<file path="config.mk">
export PLATFORM = sky130hd
export DESIGN_NAME = aes_core_arbiter
export DESIGN_NICKNAME = d
export VERILOG_FILES = /design/src/rtl/aes_core_arbiter.sv
export SDC_FILE = /design/constraint.sdc
export NUM_CORES = 1
export LEC_CHECK = 0
export ABC_CLOCK_PERIOD_IN_PS = 3510
export BUFFER_PORTS_ARGS = -buffer_cell sky130_fd_sc_hd__buf_4
export CAP_MARGIN = 40
export CORE_AREA = 2 2 399 401
export DETAILED_ROUTE_END_ITERATION = 16
export DIE_AREA = 0 0 401 403
export PLACE_DENSITY_LB_ADDON = 0.15
export RECOVER_POWER = 100
export SLEW_MARGIN = 25
export SYNTH_ARGS = -nofsm -noshare
export SYNTH_HDL_FRONTEND = slang
export SYNTH_SLANG_ARGS = --single-unit
</file>
<file path="constraint.sdc">
create_clock -name clk -period 3.51 [get_ports clk]
set_input_delay 0.5265 -clock clk [delete_from_list [all_inputs] [get_ports clk]]
set_output_delay 0.5265 -clock clk [all_outputs]
set_load 0.01 [all_outputs]
</file>
<file path="src/rtl/aes_core_arbiter.sv">
// aes_core_arbiter
//   Shares one iterative AES-128 encrypt core between two valid/ready
//   requesters. Each accepted job is sequenced as load key (only when the key
//   differs from the last one expanded), start, wait for done, then return the
//   ciphertext on the requester's response channel. A watchdog aborts a job
//   whose core never finishes and returns an error response instead.
//
// Ports
//   clk, rst_n                 clock (rising edge), async active-low reset
//   reqN_valid/ready/key/plain job request from requester N (N = 0, 1)
//   rspN_valid/ready           response handshake towards requester N
//   rsp_data, rsp_err          shared response payload (err => data is 0)
//   core_key_load, core_start  one-cycle command pulses to the core
//   core_key, core_plain       job operands, held until the next accept
//   core_done, core_cipher     completion pulse and result from the core
//   busy                       high whenever a job is in flight
module aes_core_arbiter #(
  parameter int unsigned TIMEOUT_CYC = 64,
  parameter int unsigned CNT_W       = 7
) (
  input  logic         clk,
  input  logic         rst_n,
  input  logic         req0_valid,
  output logic         req0_ready,
  input  logic [127:0] req0_key,
  input  logic [127:0] req0_plain,
  input  logic         req1_valid,
  output logic         req1_ready,
  input  logic [127:0] req1_key,
  input  logic [127:0] req1_plain,
  output logic         rsp0_valid,
  input  logic         rsp0_ready,
  output logic         rsp1_valid,
  input  logic         rsp1_ready,
  output logic [127:0] rsp_data,
  output logic         rsp_err,
  output logic         core_key_load,
  output logic         core_start,
  output logic [127:0] core_key,
  output logic [127:0] core_plain,
  input  logic         core_done,
  input  logic [127:0] core_cipher,
  output logic         busy
);

  typedef enum logic [1:0] {
    S_IDLE,
    S_START,
    S_WAIT,
    S_RESP
  } state_e;

  state_e       state_q, state_d;
  logic         last_grant_q, last_grant_d;
  logic         id_q, id_d;
  logic         key_cache_vld_q, key_cache_vld_d;
  logic [127:0] cached_key_q, cached_key_d;
  logic [CNT_W-1:0] timer_q, timer_d;
  logic [127:0] core_key_q, core_key_d;
  logic [127:0] core_plain_q, core_plain_d;
  logic [127:0] rsp_data_q, rsp_data_d;
  logic         rsp_err_q, rsp_err_d;
  logic         core_start_q, core_start_d;
  logic         core_key_load_q, core_key_load_d;

  logic         grant;
  logic         accept;
  logic [127:0] sel_key;
  logic [127:0] sel_plain;
  logic         rsp_taken;

  // Round-robin: a lone requester always wins, a tie goes to whoever was
  // not served last.
  always_comb begin
    grant = ~last_grant_q;
    if (req0_valid && !req1_valid) begin
      grant = 1'b0;
    end else if (req1_valid && !req0_valid) begin
      grant = 1'b1;
    end
  end

  assign req0_ready = (state_q == S_IDLE) && !grant && req0_valid;
  assign req1_ready = (state_q == S_IDLE) &&  grant && req1_valid;
  assign accept     = req0_ready || req1_ready;
  assign sel_key    = grant ? req1_key   : req0_key;
  assign sel_plain  = grant ? req1_plain : req0_plain;
  assign rsp_taken  = id_q ? rsp1_ready : rsp0_ready;

  always_comb begin
    state_d         = state_q;
    last_grant_d    = last_grant_q;
    id_d            = id_q;
    key_cache_vld_d = key_cache_vld_q;
    cached_key_d    = cached_key_q;
    timer_d         = timer_q;
    core_key_d      = core_key_q;
    core_plain_d    = core_plain_q;
    rsp_data_d      = rsp_data_q;
    rsp_err_d       = rsp_err_q;
    core_start_d    = 1'b0;
    core_key_load_d = 1'b0;

    unique case (state_q)
      S_IDLE: begin
        if (accept) begin
          core_key_d   = sel_key;
          core_plain_d = sel_plain;
          id_d         = grant;
          core_start_d = 1'b1;
          // Key-reload decision is made against the incoming key one cycle
          // early so the pulse comes out of a flop during START; the cache
          // cannot change between accept and START.
          core_key_load_d = !key_cache_vld_q || (sel_key != cached_key_q);
          state_d      = S_START;
        end
      end
      S_START: begin
        cached_key_d    = core_key_q;
        key_cache_vld_d = 1'b1;
        timer_d         = '0;
        state_d         = S_WAIT;
      end
      S_WAIT: begin
        timer_d = timer_q + CNT_W'(1);
        if (core_done) begin
          rsp_data_d = core_cipher;
          rsp_err_d  = 1'b0;
          state_d    = S_RESP;
        end else if (timer_q == CNT_W'(TIMEOUT_CYC - 1)) begin
          // A hung core may have a half-expanded key; force a reload.
          rsp_data_d      = '0;
          rsp_err_d       = 1'b1;
          key_cache_vld_d = 1'b0;
          state_d         = S_RESP;
        end
      end
      S_RESP: begin
        if (rsp_taken) begin
          last_grant_d = id_q;
          state_d      = S_IDLE;
        end
      end
      default: state_d = S_IDLE;
    endcase
  end

  always_ff @(posedge clk or negedge rst_n) begin
    if (!rst_n) begin
      state_q         <= S_IDLE;
      last_grant_q    <= 1'b1;
      id_q            <= 1'b0;
      key_cache_vld_q <= 1'b0;
      cached_key_q    <= '0;
      timer_q         <= '0;
      core_key_q      <= '0;
      core_plain_q    <= '0;
      rsp_data_q      <= '0;
      rsp_err_q       <= 1'b0;
      core_start_q    <= 1'b0;
      core_key_load_q <= 1'b0;
    end else begin
      state_q         <= state_d;
      last_grant_q    <= last_grant_d;
      id_q            <= id_d;
      key_cache_vld_q <= key_cache_vld_d;
      cached_key_q    <= cached_key_d;
      timer_q         <= timer_d;
      core_key_q      <= core_key_d;
      core_plain_q    <= core_plain_d;
      rsp_data_q      <= rsp_data_d;
      rsp_err_q       <= rsp_err_d;
      core_start_q    <= core_start_d;
      core_key_load_q <= core_key_load_d;
    end
  end

  assign rsp0_valid    = (state_q == S_RESP) && !id_q;
  assign rsp1_valid    = (state_q == S_RESP) &&  id_q;
  assign rsp_data      = rsp_data_q;
  assign rsp_err       = rsp_err_q;
  assign core_key_load = core_key_load_q;
  assign core_start    = core_start_q;
  assign core_key      = core_key_q;
  assign core_plain    = core_plain_q;
  assign busy          = (state_q != S_IDLE);

endmodule

</file>
Word level (Yosys, flattened, before mapping)
Cells that the tools add are included.

storage, ports and cells
  logic and storage cells = 70
  bits in latches = 0
  input port bits = 647
  register bits after elaboration = 527
  ROM bits = 0
  memories kept = 0
  RAM bits = 0

operators by class
  equality and inequality tests = 10
  reduce and logical (&&, ||, !) cells = 24
  magnitude comparators = 0
  div/mod/pow operators = 0
  multiplexer cells = 22
  bitwise gates (word level) = 1
  $mul = 0
  $add $sub $neg = 1
  shifts and indexed selects = 0

operators with widths
  kind                                                 count
  two-way mux 128 bit                                  4
  inequality test 128 bit                              1
  one-hot mux 7 bit (2 select lines)                   1
  two-way mux 1 bit                                    11
  logical AND 1 bit                                    8
  two-way mux 2 bit                                    4
  inequality test 2 bit, second input constant         4
  one-hot mux 2 bit (4 select lines)                   1
  adder 7 x 1 -> 7 bit, second input constant          1
  equality test 7 x 6 -> 1 bit, second input constant  1
  AND reduction 2 bit                                  3
  AND reduction 3 bit                                  2
  nonzero test 2 bit                                   3
  zero test 1 bit                                      5
  equality test 2 bit, second input constant           2
  inequality test 3 bit, second input constant         1
  equality test 2 x 1 -> 1 bit, second input constant  1
  zero test 2 bit                                      1
  logical OR 1 bit                                     2
  one-hot mux 1 bit (2 select lines)                   1
  inverter 1 bit                                       1

Depth between registers and ports, before layout
Gate-level depths: netlist of run 1.

  depth in word-level cells = 10
  mapped depth = 13
  depth with buffers taken out = 8

Worst setup path before layout of run 1
OpenSTA, ideal clock, no wires.

  path kind = input -> register
  start = in req0_valid
  end = reg core_key_load_q, in the netlist core_key_load
  arrival = 2.495 ns
  cell stages on the path = 12
  buffers on the path = 4
  path slack = 0.879 ns
  cell sequence = o21ba_1 buf_4 nor2_8 buf_6 buf_6 buf_2 mux2i_1 xnor2_1 nor4_1 nand4_1 nor4_2 a21oi_1

on the way
  cells in the longest elaborated chain, start to end = 10

ends and longest elaborated chain
  item                                                                         line  source
  from (decl)                                                                  23    input logic req0_valid,
  parallel branches: the longest is 8 deep, another holds two-way mux 128 bit  -
  two-way mux 1 bit (*)                                                        106   if (accept) begin
  two-way mux 1 bit (*)                                                        104   unique case (state_q)
  named net core_key_load_d                                                    64    logic core_key_load_q, core_key_load_d;
  to (signal assigned)                                                         174   core_key_load_q <= core_key_load_d;
  to (decl)                                                                    64

Mark *: on every way through the listed nets, which the timed path passes.
A chain may end at the register's enable or synchronous reset.

Worst setup path after layout of run 1
  start = reg last_grant_q
  end = reg core_key_load_q, in the netlist core_key_load

on the way
  cells in the longest elaborated chain, start to end = 9

ends and longest elaborated chain
  item                                                                         line  source
  from (decl)                                                                  54    logic last_grant_q, last_grant_d;
  from (signal assigned)                                                       164   last_grant_q <= last_grant_d;
  inverter 1 bit (*)                                                           75    grant = ~last_grant_q;
  two-way mux 1 bit (*)                                                        78    end else if (req1_valid && !req0_valid) begin
  two-way mux 1 bit (*)                                                        76    if (req0_valid && !req1_valid) begin
  parallel branches: the longest is 4 deep, another holds two-way mux 128 bit  -
  two-way mux 1 bit (*)                                                        106
  two-way mux 1 bit (*)                                                        104
  named net core_key_load_d                                                    64

Marked as above.

==> results of run 1 <==
[where the power goes]
group          internal, mW  switching [mW]  leakage [nW]
combinational          4.92            7.75          8.20
sequential             9.00            2.05          6.38
clock                  4.70            3.30          1.25
total                  18.6            13.1          15.8
[layer usage]
layer | wire length, µm | vias to the layer above | global-route usage (%)
li1 | - | 9764 | -
met1 | 53500 | 10400 | 19.1
met2 | 73500 | 769 | 30.9
met3 | 15200 | 246 | 7.80
met4 | 4220 | 72 | 5.14
met5 | 523 | - | 0
[kinds of logic (layout without fill, tap and decap cells)]
logic type      Yosys count  in the layout  share of synthesized area (%)
simple gates            627            627                           11.2
flops                   527            527                           57.2
compound gates          495            495                           14.4
mux                     232            232                           10.8
buf+inv                 163           1310                           3.04
xor+xnor                 82             82                           3.12
fa+ha+maj                 5              5                          0.271
other cells               0             14                              0
[cell type report]
type / instances / share of cell area, %
well taps: 2072 / 7.41
diodes: 14 / 0.100
clock buffers: 118 / 6.56
repair buffers: 1159 / 21.0
flip-flops and latches: 527 / 37.7
inverters: 12 / 0.139
multi-input cells: 1441 / 26.3
clock inverters: 21 / 0.783
[state kept, by name, summed over array words and instances (netlist names)]
register         flops
last_grant_q         1
state_q              2
id_q                 1
core_start           1
rsp_data           128
cached_key_q       128
core_key_load        1
rsp_err              1
key_cache_vld_q      1
timer_q              7
core_key           128
core_plain         128
[placed cells by master, fill, tap and decap left out, types with 9 or more instances in the layout]
cell       Yosys  layout
mux2_2       128     128
inv_1         12      11
nand4_1       12      12
o21ai_0      142     141
clkbuf_1     115     422
nor2_1       148     148
dfrtp_1      526     526
buf_12         0      14
xnor2_1       54      54
nand2_1      387     386
clkbuf_2       0      11
buf_4          8     725
xor2_1        28      28
mux2i_1      104     104
clkinv_2       0       9
nand3_1       26      26
nor4_1        19      19
a31oi_1      140     140
clkbuf_16      0      79
a22o_1       129     129
diode_2        0      14
clkbuf_8       0      17
a21oi_1       25      25
[how the worst max path moves through the flow]
stage | start | cells past startpoint | slack [ns] | end
after global routing | last_grant_q | 11 | 0.01 | core_key_load
after CTS | last_grant_q | 10 | 0.09 | core_key_load
after floorplan | req0_valid | 12 | 0.88 | core_key_load
final | last_grant_q | 11 | 0.21 | core_key_load
after global placement | req1_valid | 11 | -0.09 | core_key_load
after detailed placement | req1_valid | 12 | -0.14 | core_key_load
[critical path, stage by stage, from the launching register on]
cell and delay (ns):
dfstp_2 0.55, and2_1 0.30, nor2_8 0.09, buf_12 0.16
buf_12 0.17, buf_4 0.19, mux2i_1 0.25, xnor2_1 0.10
nor4_1 0.49, nand4_1 0.32, nor4_2 0.34, a21oi_1 0.11
[per-stage QoR]
step           util (%)  total power [mW]
6_report           22.2              31.7
5_1_grt            22.2              33.9
4_1_cts            23.2              34.4
3_5_place_dp       21.6              26.1
2_1_floorplan         -              17.5
3_3_place_gp       21.6              26.1
==> results.txt, run 1 <==
----------------------------------------------------
[Status]
  Outcome ... finished, violations left
  Violated checks ... capacitance limit, slew limit

[Clocking]
  Clock tree from TritonCTS ... built
  Quantity of hold-fixing buffers added after cts ... 1
  TritonCTS Buffers ... 78
  Post-CTS Setup Bufs ... 0
  Number of H-tree levels ... 3
  Post-CTS clock slew at the launch and capture registers of the worst setup and hold paths ... 0.06 ns
  Clock sinks ... 527
  Number of resized instances in the post-cts repair step ... 0
  Worst skew pair latency ... 0.67 ns
  Buffers from clock root to sink, at most ... 3
  CTS root buf ... clkbuf_16

[Yosys]
  Mapped Avg Cell Area ... 10.8 µm²
  Largest cells by area after synthesis ... dfrtp_1 (57%), nand2_1 (6.3%), mux2_2 (6.3%)
  Cell Area, Synth ... 23000 µm²
  Commonest cells in the synthesized netlist ... dfrtp_1 (526), nand2_1 (387), nor2_1 (148)
  Leading register cell type out of synthesis ... dfrtp_1
  Cell type with the highest aggregate area in the netlist ... dfrtp_1
  Post-Syn Nets ... 2783
  Dominant cell by count in the synthesized netlist ... dfrtp_1
  EDFF count, synth ... 0
  Number of instances in the synthesized netlist ... 2131
  Count of warnings emitted by yosys ... 0
  Synth Register Bits ... 527
  Synth cell types ... 57
  Share of Yosys cell area claimed by the top area cell type ... 57.1%
  Sequential area share after synthesis ... 57.2%
  Share of synthesized registers carrying an async set or reset ... 100%

[Run]
  Number of max-cap violations ... 3

[Final layout]
  Filler cells ... 17500
  Storage cell area ... 13200 µm²
  Cell area after layout ... 35000 µm²
  Final non-filler cell total ... 5364
  Fraction of final layout cells with drive strength greater than 1 ... 31.0%
  Total area of multi-input combinational cells ... 9200 µm²
  Final nets ... 3871
  Area Overhead vs Synth ... 51.8%

[Setup path]
  Reg-to-Reg Start ... last_grant_q
  Crit path launch type ... flip-flop
  Capture instance of the worst register-to-register path ... core_key_load
  Data required time of the worst path ... 4.01 ns
  Length in cells of the worst reg-to-reg path ... 11
  Category of the most critical setup path ... flip-flop to flip-flop
  Arrival @ worst endpoint ... 3.79 ns
  Critical Path Fanout Max ... 18
  CP Capture Type ... flip-flop
  Register-to-register setup slack ... 0.21 ns

[Timing]
  Post-route worst hold slack ... 0.0780 ns
  Upper clock frequency limit ... 303 MHz
  Worst Setup Slack, final ... 0.215 ns
  Setup TNS Final ... 0 ns
  Post-layout minimum cycle time ... 3.30 ns
  RSZ-0062 raised after global routing ... no
  Setup violators final ... 0
  Period utilization ... 93.9%
  Worst slew pin tran ... 2.45 ns
  Total count of hold-check failures in the final report ... 0
  Slew headroom ... -63.3%
  Final worst clock skew ... 0.0431 ns
  Slew Viols, Final ... 236

[Die]
  Number of top-level pins ... 1039
  Chip Width ... 401 µm
  Rows ... 146
  Die Footprint ... 162000 µm²
  Standard cell core area ... 157000 µm²
  Initial core utilization ... 14.6%
  Die Height ... 403 µm

[GRT]
  Number of antenna violations at the first check in global routing ... 67
  Global-route total usage across every layer ... 17.6%
  GR Overflow Total ... 0
  Number of global-route vias before repair ... 21900
  Global-route wire length before repair ... 196 mm
  Largest net degree at the start of global routing ... 172

[Routing]
  Post-route ant nets ... 0
  Vias per Instance ... 3.97
  Routed wire length per instance ... 27.4 µm
  DRC violation count after routing ... 0
  Via count ... 21300
  Count of TritonRoute iterations in the first routing pass ... 5
  DRC marker count from the first detailed-route iteration ... 1069
  Wire length after detailed routing ... 147 mm

[Place]
  Placed instance count ... 5210
  Input/output buffers ... 1038
  Gpl congestion ... 0.892
  Detailed Place HPWL ... 119 mm
  Pre-CTS setup slack ... -0.136 ns
  Cell Area, Placed ... 34000 µm²

[Power and ir drop]
  Pwr Density ... 907 nW/µm²
  Worst vdd ir ... 0.000343 V
  Leak ... 15.8 nW

[Hold path]
  Number of cells on the worst hold path ... 2
  WHS Endpoint ... rsp_data[119]
  Startpoint of the worst hold path ... core_cipher[119]
  Path class of the lowest-slack min-delay path ... input pin to flip-flop

----------------------------------------------------
(Power assumes the default switching activity.)
==> inputs of run 2 (changes only) <==
--- a/config.mk
+++ b/config.mk
@@ -8,9 +8,11 @@
 export ABC_CLOCK_PERIOD_IN_PS = 3510
 export BUFFER_PORTS_ARGS = -buffer_cell sky130_fd_sc_hd__buf_4
 export CAP_MARGIN = 40
-export CORE_AREA = 2 2 399 401
+export CORE_AREA = 2 2 407 409
+export CTS_BUF_LIST = sky130_fd_sc_hd__clkbuf_8
+export CTS_CLUSTER_DIAMETER = 50
 export DETAILED_ROUTE_END_ITERATION = 16
-export DIE_AREA = 0 0 401 403
+export DIE_AREA = 0 0 409 411
 export PLACE_DENSITY_LB_ADDON = 0.15
 export RECOVER_POWER = 100
 export SLEW_MARGIN = 25
==> run 2 against run 1 <==
  * Combinational power increased by 17%
  * The run still ends with capacitance limit, slew limit left
  * Largest cell class unchanged
  * Total power increased by 4.6%
  * Hold slack got worse by 0.0011 ns
  * Non-clock buffer count increased by 549
  * Clock-buffer cell count increased by 21
  * Clock power decreased by 10%
  * Register-to-register slack about the same
  * Global-route usage decreased by 0.39 points
  * Sequential share of layout area decreased by 5.1 points
  * Cell count increased by 14%
  * Sequential power about the same
==> results.txt, run 2 (synthesis gave the netlist of run 1 again) <==
----------------------------------------------------
[Status]
  Outcome ... finished, violations left
  Violated checks ... capacitance limit, slew limit

[Clocking]
  Number of H-tree levels ... 3 (unchanged)
  Post-CTS clock slew at the launch and capture registers of the worst setup and hold paths ... 0.06 ns (about the same)
  Worst skew pair latency ... 0.85 ns (+0.18 ns)
  Clock tree from TritonCTS ... built
  TritonCTS Buffers ... 115 (+47%)
  Buffers from clock root to sink, at most ... 3 (unchanged)
  CTS root buf ... clkbuf_8
  Clock sinks ... 527 (unchanged)
  Post-CTS Setup Bufs ... 0 (unchanged)

[Die]
  Rows ... 149 (+2.1%)
  Chip Width ... 409 µm (+2.0%)
  Number of top-level pins ... 1039 (unchanged)
  Standard cell core area ... 164000 µm² (+4.1%)
  Die Height ... 411 µm (+2.0%)
  Initial core utilization ... 14.1% (-0.57 points)
  Die Footprint ... 168000 µm² (+4.0%)

[Setup path]
  Cell at the slowest stage of the critical path ... dfstp_2
  Critical Path Fanout Max ... 19 (+1)
  Crit path cell chain ... and2_1 > buf_12 > nor2_8 > buf_12 > buf_12 > mux2i_1 > xor2_2 > nand4_1 > nor4_1 > buf_4 > and4b_1 > a21oi_1
  Crit path launch type ... flip-flop
  Arrival @ worst endpoint ... 4.02 ns (+0.23 ns)
  Top cell by count, worst path ... buf_12
  Largest incremental delay on the critical path ... 0.53 ns (-0.02 ns)
  CP Capture Type ... flip-flop
  WP buf/inv ... 4 (+1)
  Category of the most critical setup path ... flip-flop to flip-flop
  Family of cells with the greatest summed delay on the critical path ... simple AND/OR/NAND/NOR gates
  Data required time of the worst path ... 4.22 ns (+0.21 ns)

[Routing]
  Count of TritonRoute iterations in the first routing pass ... 5 (unchanged)
  Routed wire length per instance ... 24.7 µm (-9.9%)
  DRC marker count from the first detailed-route iteration ... 1118 (+4.6%)
  Vias per Instance ... 3.90 (-1.8%)
  DRC violation count after routing ... 0 (unchanged)
  Wire length after detailed routing ... 150 mm (+2.3%)
  Via count ... 23700 (+12%)
  Post-route ant nets ... 0 (unchanged)

[GRT]
  Number of antenna violations at the first check in global routing ... 61 (-9.0%)
  Largest net degree at the start of global routing ... 129 (-25%)
  Global-route total usage across every layer ... 17.3% (-0.39 points)
  Global-route wire length before repair ... 203 mm (+3.4%)
  Number of global-route vias before repair ... 24700 (+13%)
  GR Overflow Total ... 0 (unchanged)

[Run]
  Number of max-cap violations ... 2 (-1)

[Timing]
  Worst slew pin tran ... 2.54 ns (+0.0883 ns)
  Post-layout minimum cycle time ... 3.31 ns (+0.0135 ns)
  Worst Setup Slack, final ... 0.201 ns (-0.0135 ns)
  Setup violators final ... 0 (unchanged)
  Final worst clock skew ... 0.0642 ns (+0.0211 ns)
  Slew headroom ... -69.2% (-5.9 points)
  Upper clock frequency limit ... 302 MHz (-0.41%)
  Total count of hold-check failures in the final report ... 0 (unchanged)
  RSZ-0062 raised after global routing ... no
  Period utilization ... 94.3% (+0.38 points)
  Slew Viols, Final ... 101 (-57%)

[Power and ir drop]
  Worst vdd ir ... 0.000316 V (-7.7%)
  Leak ... 18.2 nW (+15%)
  Pwr Density ... 819 nW/µm² (-9.6%)
  Post-layout total power ... 33.2 mW (+4.6%)

[Final layout]
  Leading cell type in the layout, fill and taps excluded ... buf_4
  Cell area after layout ... 40500 µm² (+16%)
  Area Overhead vs Synth ... 75.8%
  Final nets ... 4457 (+15%)
  Fraction of final layout cells with drive strength greater than 1 ... 27.0% (-4.0 points)
  Filler cells ... 18000 (+3.0%)
  Final core occ ... 24.7% (+2.5 points)
  Commonest cells after routing, fill and taps aside ... buf_4 (700), dlygate4sd3_1 (558), dfrtp_1 (526)

[Place]
  Input/output buffers ... 1038 (unchanged)
  Pre-CTS setup slack ... -0.518 ns (-0.382 ns)
  Gpl congestion ... 0.808 (-9.4%)
  Detailed Place HPWL ... 120 mm (about the same)
  Cell Area, Placed ... 34200 µm² (+0.54%)

[Hold path]
  Path class of the lowest-slack min-delay path ... input pin to flip-flop

----------------------------------------------------
run 2: cell count changes in the layout (fill, tap and decap cells not counted), sizes merged:
| cell | before | now |
|---|---|---|
| clkbuf | 533 | 562 |
| clkdlybuf4s15 | 0 | 1 |
| inv | 14 | 54 |
| diode | 14 | 17 |
| buf | 743 | 726 |
| clkinvlp | 3 | 2 |
| clkinv | 14 | 9 |
| dlygate4sd3 | 1 | 558 |
| bufinv | 2 | 5 |
run 2: cell type report:
| class | instances | area [µm²] | area share, % |
|---|---|---|---|
| flip-flops and latches | 527 | 13200 | 32.6 |
| repair buffers | 1708 | 12900 | 31.9 |
| multi-input cells | 1441 | 9200 | 22.7 |
| well taps | 2189 | 2740 | 6.76 |
| clock buffers | 139 | 1910 | 4.72 |
| clock inverters | 58 | 442 | 1.09 |
| inverters | 12 | 52.6 | 0.130 |
| diodes | 17 | 42.5 | 0.105 |
run 2: final timing paths:
check | from | endpoint | slack [ns] | cells past startpoint
setup reg to reg | last_grant_q | core_key_load | 0.20 | 12
hold / removal | req1_plain[123] | core_plain[123] | 0.08 | 3
max in group asynchronous | rst_n | rsp_data[90] | 0.42 | 3
min in group asynchronous | rst_n | core_key[14] | 1.02 | 2
setup / recovery | last_grant_q | core_key_load | 0.20 | 12
hold reg to reg | rsp_data[88] | rsp_data[88] | 0.50 | 1
run 2: repair_timing:
action	CTS	global route
gates resized for setup	2	1
hold endpoints to repair	401	0
setup endpoints to repair	1	1
hold buffers	558	0
gates cloned	0	0
run 2: metal layers:
layer / GRT usage [%] / routed length, µm
met5: 0 / 241
met4: 4.96 / 4630
met1: 19.8 / 59000
met2: 30.1 / 74000
met3: 6.04 / 12400
run 2: power by group:
group	internal [mW]	leakage, nW	switching (mW)
combinational	6.69	10.4	8.21
sequential	9.00	6.38	2.10
clock	3.95	1.34	3.23
run 2: stage by stage:
step                      cells  TNS (ns)  hold WS (ns)
after floorplan            2131         0         0.231
after global placement     5316    -0.465         0.487
after detailed placement   5319    -0.518         0.482
after CTS                  6074         0      0.000113
after global routing       6084         0        0.0522
final                      6091         0        0.0770
run 2: tightest hold or removal path: stages:
cell     delay, ns
buf_4         0.11
nand2_1       0.11
a31oi_1       0.10
==> inputs of run 3 (changes only) <==
--- a/config.mk
+++ b/config.mk
@@ -8,11 +8,13 @@
 export ABC_CLOCK_PERIOD_IN_PS = 3510
 export BUFFER_PORTS_ARGS = -buffer_cell sky130_fd_sc_hd__buf_4
 export CAP_MARGIN = 40
-export CORE_AREA = 2 2 407 409
+export CELL_PAD_IN_SITES_DETAIL_PLACEMENT = 1
+export CELL_PAD_IN_SITES_GLOBAL_PLACEMENT = 1
+export CORE_AREA = 2 2 410 412
 export CTS_BUF_LIST = sky130_fd_sc_hd__clkbuf_8
 export CTS_CLUSTER_DIAMETER = 50
 export DETAILED_ROUTE_END_ITERATION = 16
-export DIE_AREA = 0 0 409 411
+export DIE_AREA = 0 0 412 414
 export PLACE_DENSITY_LB_ADDON = 0.15
 export RECOVER_POWER = 100
 export SLEW_MARGIN = 25
==> run 3 against run 2 <==
  * The run still ends with capacitance limit, slew limit left
  * Global-route usage grew 0.73 points
  * Clock skew shrank 0.0035 ns
  * Cell count grew 1.8%
  * Clock-buffer cell count grew 13
  * Setup slack lost 0.036 ns
  * Register-to-register slack lost 0.04 ns
  * Die area grew 1.5%
  * Routed wire length grew 4.0%
  * Via count grew 2.2%
  * Total power grew 5.0%
  * Flip-flop and latch count is the same
  * Critical path type unchanged
  * Largest power group unchanged
==> results.txt, run 3 (synthesis gave the netlist of run 1 again) <==
----------------------------------------------------
[Status]
  Outcome ... finished, violations left
  Violated checks ... capacitance limit, slew limit

[Routing]
  Count of TritonRoute iterations in the first routing pass ... 5 (unchanged)
  Post-route ant nets ... 0 (unchanged)
  Routed wire length per instance ... 25.2 µm (+2.1%)
  DRC marker count from the first detailed-route iteration ... 1015 (-9.2%)
  Via count ... 24300 (+2.2%)
  DRC violation count after routing ... 0 (unchanged)
  Vias per Instance ... 3.91 (+0.39%)
  Wire length after detailed routing ... 156 mm (+4.0%)

[Die]
  Initial core utilization ... 13.9% (-0.20 points)
  Die Footprint ... 171000 µm² (+1.5%)
  Rows ... 150 (+0.67%)
  Chip Width ... 412 µm (+0.73%)
  Standard cell core area ... 166000 µm² (+1.5%)
  Die Height ... 414 µm (+0.73%)
  Number of top-level pins ... 1039 (unchanged)

[Power and ir drop]
  Net switching power figure ... 14.2 mW (+5.1%)
  Share of total power in the clock network ... 24.1% (+2.5 points)
  Post-layout total power ... 34.8 mW (+5.0%)
  Pwr Density ... 841 nW/µm² (+2.7%)
  Worst vdd ir ... 0.000399 V (+26%)
  Part of the power in registers ... 31.9% (-1.6 points)
  Share of total power in combinational logic ... 43.9% (-1.0 points)
  Leak ... 18.6 nW (+2.4%)
  Internal power ... 20.6 mW (+4.9%)
  Fraction of power spent switching nets ... 40.9% (about the same)

[Final layout]
  Filler cells ... 19300 (+7.2%)
  Leading cell type in the layout, fill and taps excluded ... buf_4
  Final non-filler cell total ... 6201 (+1.8%)
  Final core occ ... 24.9% (+0.19 points)
  Final nets ... 4521 (+1.4%)
  Area Overhead vs Synth ... 79.7%
  Commonest cells after routing, fill and taps aside ... buf_4 (732), dlygate4sd3_1 (580), dfrtp_1 (526)
  Fraction of final layout cells with drive strength greater than 1 ... 27.7% (+0.72 points)

[Place]
  Placed instance count ... 5358 (+0.73%)
  Detailed Place HPWL ... 123 mm (+2.7%)
  Gpl congestion ... 0.821 (+1.6%)
  Input/output buffers ... 1038 (unchanged)

[Setup path]
  Critical Path Fanout Max ... 14 (-5)
  Data required time of the worst path ... 4.21 ns (about the same)
  Family of cells with the greatest summed delay on the critical path ... buffers and inverters
  CP Capture Type ... flip-flop
  Register-to-register setup slack ... 0.17 ns (-0.04 ns)
  Top cell by count, worst path ... buf_12
  Arrival @ worst endpoint ... 4.04 ns (+0.02 ns)
  Largest incremental delay on the critical path ... 0.56 ns (+0.03 ns)
  Cell at the slowest stage of the critical path ... dfstp_2
  WP buf/inv ... 5 (+1)
  Crit path launch type ... flip-flop
  Crit path cell chain ... o21ba_4 > nor2_8 > buf_12 > buf_12 > mux2i_1 > dlygate4sd3_1 > buf_4 > xnor2_1 > nor4_1 > nand4_1 > clkbuf_4 > nor4_4 > a21oi_1
  Category of the most critical setup path ... flip-flop to flip-flop

[Timing]
  Post-layout minimum cycle time ... 3.34 ns (+0.0359 ns)
  Period utilization ... 95.3% (+1.0 points)
  Upper clock frequency limit ... 299 MHz (-1.1%)
  RSZ-0062 raised after global routing ... no
  Slew Viols, Final ... 225 (+120%)
  Total count of hold-check failures in the final report ... 0 (unchanged)
  Setup violators final ... 0 (unchanged)
  Final worst clock skew ... 0.0607 ns (-0.00349 ns)
  Worst slew pin tran ... 2.28 ns (-0.260 ns)
  Slew headroom ... -51.9% (+17 points)

[Clocking]
  Post-CTS Setup Bufs ... 0 (unchanged)
  CTS root buf ... clkbuf_8
  Clock sinks ... 527 (unchanged)
  TritonCTS Buffers ... 133 (+16%)
  Clock tree from TritonCTS ... built
  Post-CTS clock slew at the launch and capture registers of the worst setup and hold paths ... 0.05 ns (about the same)
  Buffers from clock root to sink, at most ... 3 (unchanged)
  Worst skew pair latency ... 0.87 ns (+0.02 ns)
  Number of H-tree levels ... 4 (+1)

[GRT]
  Global-route wire length before repair ... 215 mm (+6.0%)
  Global-route total usage across every layer ... 18.0% (+0.73 points)
  GR Overflow Total ... 0 (unchanged)
  Number of global-route vias before repair ... 26700 (+8.2%)
  Number of antenna violations at the first check in global routing ... 79 (+30%)
  Largest net degree at the start of global routing ... 177 (+37%)

[Hold path]
  Path class of the lowest-slack min-delay path ... input pin to flip-flop

[Run]
  Number of max-cap violations ... 3 (+1)

----------------------------------------------------
-- run 3: cell count changes in the layout (fill, tap and decap cells not counted), moves of 7 or more --
cell / change
buf_4: +32
dlygate4sd3_1: +22
diode_2: +15
clkbuf_8: +13
clkbuf_1: +8
clkbuf_2: -7
-- run 3: final timing paths --
kind,startpoint,endpoint,cells after the start
worst min register to register,rsp_data[6],rsp_data[6],1
worst max-delay path,last_grant_q,core_key_load,13
worst max register to register,last_grant_q,core_key_load,13
max in group asynchronous,rst_n,rsp_data[62],4
min in group asynchronous,rst_n,cached_key_q[102],2
worst min-delay path,req0_key[5],core_key[5],3
-- run 3: layout make-up --
cell class                      count  area, µm²  area share [%]
Antenna cell                       32       80.1           0.193
Clock buffer                      152       2090            5.05
Clock inverter                     79        756            1.82
Inverter                           12       52.6           0.127
Multi-Input combinational cell   1441       9240            22.3
Sequential cell                   527      13200            31.8
Tap cell                         2204       2760            6.66
Timing Repair Buffer             1754      13300            32.0
-- run 3: power groups by stage --
| stage | clock network [mW] | registers, mW | logic (mW) |
|---|---|---|---|
| 2_1_floorplan | 0 | 11.6 | 5.93 |
| 3_3_place_gp | 0 | 11.2 | 15.3 |
| 3_5_place_dp | 0 | 11.2 | 15.4 |
| 4_1_cts | 8.84 | 11.2 | 17.5 |
| 5_1_grt | 9.07 | 11.6 | 16.7 |
| 6_report | 8.40 | 11.1 | 15.3 |
-- run 3: repair_timing --
item | CTS | global route
endpoints found under the hold margin | 415 | 0
pin swaps | 0 | 3
endpoints found under the setup margin | 1 | 1
gates resized for setup | 6 | 6
hold buffers | 580 | 0
-- run 3: worst min-delay path, cell delays in order --
cell and delay [ns]:
buf_4 0.08, mux2i_2 0.13, o21ai_0 0.17
-- run 3: per-stage QoR --
step	hold WS (ns)	setup WS [ns]	setup TNS, ns	instance area [µm²]
floorplan	0.231	0.879	0	23000
global placement	0.486	-0.657	-0.657	34300
detailed placement	0.483	-0.670	-0.670	34300
CTS	0.00122	0.0169	0	43000
global route	0.0383	0.0111	0	41400
finish	0.116	0.165	0	41400
-- run 3: metal layers --
layer  up-vias  global-route usage (%)  part of all wire, %
li1      11100                       -                    -
met2       853                    32.1                   51
met5         -                       0                 0.17
met1     12000                    19.5                   37
met3       284                    7.16                  9.0
met4        46                    4.92                  2.8
